`src/rtl/stream_demux_1_to_4_if.sv`:
```
// Stream bundle for the 1-to-4 demux: one upstream channel, four registered ports.
// master drives the upstream word and downstream readies; slave is the demux.
interface stream_demux_1_to_4_if #(
    parameter int data_width = 8
);
    logic [1:0]            select;
    logic                  in_valid;
    logic                  in_ready;
    logic [data_width-1:0] data_i;
    logic [3:0]            out_valid;
    logic [3:0]            out_ready;
    logic [data_width-1:0] data_o_0;
    logic [data_width-1:0] data_o_1;
    logic [data_width-1:0] data_o_2;
    logic [data_width-1:0] data_o_3;

    modport master (
        output select, in_valid, data_i, out_ready,
        input  in_ready, out_valid,
        input  data_o_0, data_o_1, data_o_2, data_o_3
    );

    modport slave (
        input  select, in_valid, data_i, out_ready,
        output in_ready, out_valid,
        output data_o_0, data_o_1, data_o_2, data_o_3
    );
endinterface

```
`src/rtl/stream_demux_1_to_4.sv`:
```
// Registered 1-to-4 stream demux, one-entry slice per port.
// Define DEMUX_STATS_EN for saturating 8-bit per-port drain counters.
module stream_demux_1_to_4 #(
    parameter int data_width = 8
) (
    input  logic clk,
    input  logic rst_n,
`ifdef DEMUX_STATS_EN
    output logic [31:0] stat_count,
`endif
    stream_demux_1_to_4_if.slave bus
);
    typedef enum logic {
        EMPTY = 1'b0,
        FULL  = 1'b1
    } slot_e;

    slot_e                 state_q [4];
    slot_e                 state_d [4];
    logic [data_width-1:0] data_q  [4];
    logic [data_width-1:0] data_d  [4];
    logic [3:0]            valid;
    logic [3:0]            drain;
    logic [3:0]            load;
    logic                  acc;

    always_comb begin
        for (int k = 0; k < 4; k++) begin
            valid[k] = (state_q[k] == FULL);
        end
    end

    assign drain        = valid & bus.out_ready;
    assign bus.in_ready = ~valid[bus.select] | bus.out_ready[bus.select];
    assign acc          = bus.in_valid & bus.in_ready;

    always_comb begin
        for (int k = 0; k < 4; k++) begin
            load[k] = acc & (bus.select == 2'(k));
        end
    end

    always_comb begin
        for (int k = 0; k < 4; k++) begin
            state_d[k] = state_q[k];
            data_d[k]  = data_q[k];
            unique case (state_q[k])
                EMPTY: begin
                    if (load[k]) begin
                        state_d[k] = FULL;
                        data_d[k]  = bus.data_i;
                    end
                end
                FULL: begin
                    // a load here implies a same-cycle drain
                    if (load[k]) begin
                        data_d[k] = bus.data_i;
                    end else if (drain[k]) begin
                        state_d[k] = EMPTY;
                    end
                end
                default: state_d[k] = EMPTY;
            endcase
        end
    end

    always_ff @(posedge clk or negedge rst_n) begin
        if (!rst_n) begin
            for (int k = 0; k < 4; k++) begin
                state_q[k] <= EMPTY;
                data_q[k]  <= '0;
            end
        end else begin
            for (int k = 0; k < 4; k++) begin
                state_q[k] <= state_d[k];
                data_q[k]  <= data_d[k];
            end
        end
    end

    assign bus.out_valid = valid;
    assign bus.data_o_0  = data_q[0];
    assign bus.data_o_1  = data_q[1];
    assign bus.data_o_2  = data_q[2];
    assign bus.data_o_3  = data_q[3];

`ifdef DEMUX_STATS_EN
    logic [7:0] cnt_q [4];
    logic [7:0] cnt_d [4];

    always_comb begin
        for (int k = 0; k < 4; k++) begin
            cnt_d[k] = cnt_q[k];
            if (drain[k] && cnt_q[k] != 8'hFF) begin
                cnt_d[k] = cnt_q[k] + 8'd1;
            end
        end
    end

    always_ff @(posedge clk or negedge rst_n) begin
        if (!rst_n) begin
            for (int k = 0; k < 4; k++) begin
                cnt_q[k] <= '0;
            end
        end else begin
            for (int k = 0; k < 4; k++) begin
                cnt_q[k] <= cnt_d[k];
            end
        end
    end

    assign stat_count = {cnt_q[3], cnt_q[2], cnt_q[1], cnt_q[0]};
`endif
endmodule
```
`src/flat_wrapper.sv`:
```
// flat-port wrapper written by rule: the top's interface ports become plain ports
module stream_demux_1_to_4_flat 
#(
    parameter int data_width = 8
)
  (clk, rst_n, bus_select, bus_in_valid, bus_data_i, bus_out_ready, bus_in_ready, bus_out_valid, bus_data_o_0, bus_data_o_1, bus_data_o_2, bus_data_o_3);
  stream_demux_1_to_4_if #(.data_width(data_width)) bus_i ();
  input  logic clk;
  input  logic rst_n;
  input wire logic [$bits(bus_i.select)-1:0] bus_select;
  input wire logic [$bits(bus_i.in_valid)-1:0] bus_in_valid;
  input wire logic [$bits(bus_i.data_i)-1:0] bus_data_i;
  input wire logic [$bits(bus_i.out_ready)-1:0] bus_out_ready;
  output wire logic [$bits(bus_i.in_ready)-1:0] bus_in_ready;
  output wire logic [$bits(bus_i.out_valid)-1:0] bus_out_valid;
  output wire logic [$bits(bus_i.data_o_0)-1:0] bus_data_o_0;
  output wire logic [$bits(bus_i.data_o_1)-1:0] bus_data_o_1;
  output wire logic [$bits(bus_i.data_o_2)-1:0] bus_data_o_2;
  output wire logic [$bits(bus_i.data_o_3)-1:0] bus_data_o_3;
  assign bus_i.select = bus_select;
  assign bus_i.in_valid = bus_in_valid;
  assign bus_i.data_i = bus_data_i;
  assign bus_i.out_ready = bus_out_ready;
  assign bus_in_ready = bus_i.in_ready;
  assign bus_out_valid = bus_i.out_valid;
  assign bus_data_o_0 = bus_i.data_o_0;
  assign bus_data_o_1 = bus_i.data_o_1;
  assign bus_data_o_2 = bus_i.data_o_2;
  assign bus_data_o_3 = bus_i.data_o_3;
  stream_demux_1_to_4 #(.data_width(data_width)) u_core (.clk(clk), .rst_n(rst_n), .bus(bus_i));
endmodule
```
`config.mk`:
```
export PLATFORM = sky130hd
export DESIGN_NAME = stream_demux_1_to_4_flat
export DESIGN_NICKNAME = d
export VERILOG_FILES = /design/src/rtl/stream_demux_1_to_4_if.sv /design/src/rtl/stream_demux_1_to_4.sv /design/src/flat_wrapper.sv
export SDC_FILE = /design/constraint.sdc
export NUM_CORES = 1
export LEC_CHECK = 0
export CORE_ASPECT_RATIO = 0.5
export CORE_MARGIN = 2
export CORE_UTILIZATION = 38
export DETAILED_ROUTE_END_ITERATION = 6
export PLACE_DENSITY = 0.81
export SYNTH_ARGS = -nofsm -noshare
export SYNTH_HDL_FRONTEND = slang
export SYNTH_SLANG_ARGS = --single-unit
```
`constraint.sdc`:
```
create_clock -name clk -period 1.2 [get_ports clk]
set_input_delay 0.24 -clock clk [delete_from_list [all_inputs] [get_ports clk]]
set_output_delay 0.24 -clock clk [all_outputs]
set_load 0.005 [all_outputs]
```
# == Word-level counts from Yosys, hierarchy flattened ==
# Cells that the tools add are included.
# word_totals
register_bits,36
input_bits,17
out_inout_bits,37
wordCells,49
# op_classes
order_cmp,1
eq_ne,3
mux,24
bitwise,12
n_reduce_logical,1
# op_table
op,count
$mux W8,4
$mux W1,14
$pmux W1 S2,4
$and A1 B1 Y1,5
$not A1 Y1,5
$and A4 B4 Y4,1
$bmux W1 S2,2
$eq A2 B2 Y1 const B,2
$lt A2 B3 Y1 const B,1
$eq A2 B1 Y1 const B,1
$logic_not A2 Y1,1
$or A1 B1 Y1,1

# == Depth between registers and ports, before layout ==
# depth
word_depth,8
depth_mapped,5
mapped_depth_nobuf,3

# == Worst setup path before layout ==
# OpenSTA, ideal clock, no wires.
# synth_path
path_type,reg2reg
start,register u_core.state_q (netlist bit u_core.bus.out_valid[2])
end,register u_core.data_q (netlist bit u_core.bus.data_o_2[0])
setup_time_ns,0.125
t_arrival_ns,1.166
required_ns,1.075
slack_ns,-0.090
stages_incl_launch_ff,4
path_buffers,0
synth_period_minus_slack_ns,1.290
cell_sequence,dfrtp_1 -> nand2b_1 -> nor3b_4 -> mux2_2
# synth_via
elab_chain_cells,6
# synth_rtl
item,line,source
from (decl),stream_demux_1_to_4.sv:18,slot_e state_q [4];
"from (signal, indexed assignment)",stream_demux_1_to_4.sv:75,state_q[k] <= state_d[k];
$bmux W1 S2,stream_demux_1_to_4.sv:34,assign bus.in_ready = ~valid[bus.select] | bus.out_ready[bus.select];
$mux W1 (not written as such),stream_demux_1_to_4.sv:34,
$not A1 Y1,stream_demux_1_to_4.sv:34,
$or A1 B1 Y1,stream_demux_1_to_4.sv:34,
$and A1 B1 Y1,stream_demux_1_to_4.sv:35,assign acc = bus.in_valid & bus.in_ready;
$and A1 B1 Y1,stream_demux_1_to_4.sv:39,load[k] = acc & (bus.select == 2'(k));
"to (signal, indexed assignment)",stream_demux_1_to_4.sv:76,data_q[k] <= data_d[k];
to (decl),stream_demux_1_to_4.sv:20,logic [data_width-1:0] data_q [4];
# Every way passes these cells. The select of a mux whose other input is x is not followed.
# A chain may end at the register's enable or synchronous reset.

# == Final worst setup path ==
# layout_path
start,register u_core.state_q (netlist bit u_core.bus.out_valid[3])
end,output bus_in_ready
# layout_via
elab_chain_cells,4
# layout_rtl
item,line,source
$bmux W1 S2,stream_demux_1_to_4.sv:34,
$mux W1 (not written as such),stream_demux_1_to_4.sv:34,
$not A1 Y1,stream_demux_1_to_4.sv:34,
$or A1 B1 Y1,stream_demux_1_to_4.sv:34,
to (decl),flat_wrapper.sv:14,output wire logic [$bits(bus_i.in_ready)-1:0] bus_in_ready;
# Every way passes these cells. The select of a mux whose other input is x is not followed.

==> metrics.yaml <==
relSlewSlack_pct: 82.7
crit_path_end_kind: "output port"
syn_inst: 88
synth_warnings: 0
synthAdderAreaFrac_pct: 0
fin_nets: 189
p_leak_nw: 1.20
grt_pass1_vias: 1084
drive_gt1_share_pct: 46.8
syn_nets: 105
drtAntennaViolNets: 0
finClkSkew_ps: 2.20
period_needed_ps: 1630
final_cell_mix: "36 x dfrtp_1, 25 x mux2_4, 24 x dlygate4sd2_1"
dr.pass1.iters: 4
dpl.hpwl_mm: 2.30
worst_ep_arrival_time_ps: 1390
crit_fanout: 2
cap_violations: 0
grt_pass1_wl_mm: 5.83
grt_start_max_net_pins: 37
crit_type: "reg2out"
violations: "negative setup slack"
layout_commonest_cell: "dfrtp_1"
avgRoutedWirePerCell_um: 19.3
seq_area_frac_synth_pct: 64.3
synth-xor-area-share_pct: 0
drt_iter0_drc: 50
start_util_pct: 40.1
numCtsBuffers: 5
cts.sinks: 36
synth_cell_type_count: 12
port_buffers: 53
htreeDepth: 2
critical_path_required_ps: 960
path_clk_slew_ps: 70
finalPower_mw: 3.72
chipHeight_um: 46.9
synthSimpleGateAreaFrac_pct: 6.96
wirelength_mm: 4.32
syn_area_per_cell_um2: 15.9
die_w_um: 89.9
synth_compound_area_share_pct: 0.357
postLayoutCoreUtil_pct: 71.0
diodes: 0
dieArea_mm2: 0.00422
peakVddDrop_v: 0.000666
slew_violations: 0
placeableCoreArea_mm2: 0.00349
reg2reg_slack_ps: -300
r2r_cells: 7
max_freq_ghz: 0.612
grt.total_usage_pct: 18.9
clockBufferDepth: 2
muxShareOfSynthArea_pct: 27.3
synth_area_mm2: 0.00140
routabilityCongestion: 0.724
worstMarginPinSlew_ps: 257
vias: 1074
cpMaxStageDelayCell: "mux4_2"
path_delay_family: "multiplexers"
syn2layout_area_growth_pct: 76.8
rows: 15
worst_r2r_endpoint: "u_core.bus.data_o_3[6]$_DFFE_PN0P_"
grt_overflow: 0
setup_viol: 27
critPathBufInv: 1
avgViaCountPerCell: 4.79
finalHoldViolCount: 0
clock-root-buffer: "clkbuf_8"
rr_startpoint: "u_core.bus.out_valid[3]$_DFF_PN0_"
grt_antenna_before_repair: 0
synth_top_family_by_area: "multiplexers"
hold_path.class: "in2async"
p_per_area_mw_per_mm2: 1500
synth-seq-cells: 36
ios: 54
slowest_delay_ps: 490
final_cells: 224
cp_cell_sequence: "nand2b_4 > mux4_2 > buf_2"
status: "finished with violations"
period_share_pct: 136
rsz0062_at_grt: "true"
timing.final.ws_setup_ps: -433
cts_tree: "yes"
clk_latency_ps: 290
placed_cells: 202
drc_errors: 0
cp-start-kind: "flop"
==> sequential cells by signal (all words and copies together), names as in the netlist <==
register	cells
u_core.bus.data_o_3	8
u_core.bus.data_o_0	8
u_core.bus.out_valid	4
u_core.bus.data_o_2	8
u_core.bus.data_o_1	8
==> area by class of cell <==
type	count	area, um2
clock buffer	6	72.6
clock inverter	2	35.0
fill	230	1010
multi-input combinational	50	658
sequential	36	901
tap	51	63.8
timing repair buffer	79	747
==> per-layer routing <==
metal | vias up | global-route usage, % | routed length, um
met5 | - | 0 | 0
met4 | 0 | 8.31 | 50
met3 | 7 | 4.49 | 177
met2 | 28 | 35.3 | 2340
met1 | 562 | 22.4 | 1750
li1 | 477 | - | -
==> through the flow <==
stage	hold slack, ps	setup slack [ps]	setup TNS (ps)	instance area [um2]
floorplan	-55.6	-90.4	-723	1410
global placement	488	-765	-18250	2100
detailed placement	495	-792	-18730	2100
CTS	322	-405	-3830	2350
global route	329	-454	-6130	2480
finish	315	-433	-4790	2480
==> kinds of logic (layout without fill, tap and decap cells) <==
logic type             after synthesis  after routing
buffers and inverters                3             87
DFF                                 36             36
AOI/OAI and AO/OA                    1              1
muxes                               33             33
and+or+nand+nor                     15             16
==> repair_timing <==
item,4_1_cts,5_1_grt
cloned,1,0
endpoints found under the setup margin,70,53
setup buffers,7,8
hold buffers,0,0
resized for setup,91,28
==> synthesized netlist by cell type <==
cell type,instances,area share [%]
nor3b_4,1,1.3
nand2b_1,4,1.8
and3_1,1,0.45
nor2b_1,2,0.89
dfrtp_1,36,64
o21ai_0,1,0.36
mux4_2,1,1.6
nand3_1,1,0.36
nand2_1,5,1.3
buf_2,3,1.1
mux2_2,32,26
nand3b_2,1,0.80
==> report_power, final <==
part | switching (mW) | leakage (nW) | total, mW | internal [mW]
Clock | 0.445 | 0.0552 | 1.06 | 0.617
Combinational | 0.345 | 0.713 | 1.06 | 0.712
Sequential | 0.146 | 0.431 | 1.60 | 1.45
Total | 0.937 | 1.20 | 3.72 | 2.78
==> worst register-to-register path, cell delays in order (launching register included) <==
cell and delay, ps:
dfrtp_1 420, nand2b_4 90, buf_4 100, buf_6 80, buf_6 80, nor2b_4 170
buf_6 150, mux2_4 310
==> worst max-delay path by stage <==
stage | start | endpoint | slack (ps) | cells after the start
after global placement | bus_out_ready[1] | bus_in_ready | -770 | 4
after floorplan | u_core.bus.out_valid[2]$_DFF_PN0_ | u_core.bus.data_o_2[0]$_DFFE_PN0P_ | -90 | 3
final | u_core.bus.out_valid[3]$_DFF_PN0_ | bus_in_ready | -430 | 3
after CTS | u_core.bus.out_valid[3]$_DFF_PN0_ | bus_in_ready | -400 | 3
after global routing | u_core.bus.out_valid[3]$_DFF_PN0_ | bus_in_ready | -450 | 3
after detailed placement | bus_out_ready[1] | bus_in_ready | -790 | 4
(Power assumes the default switching activity.)
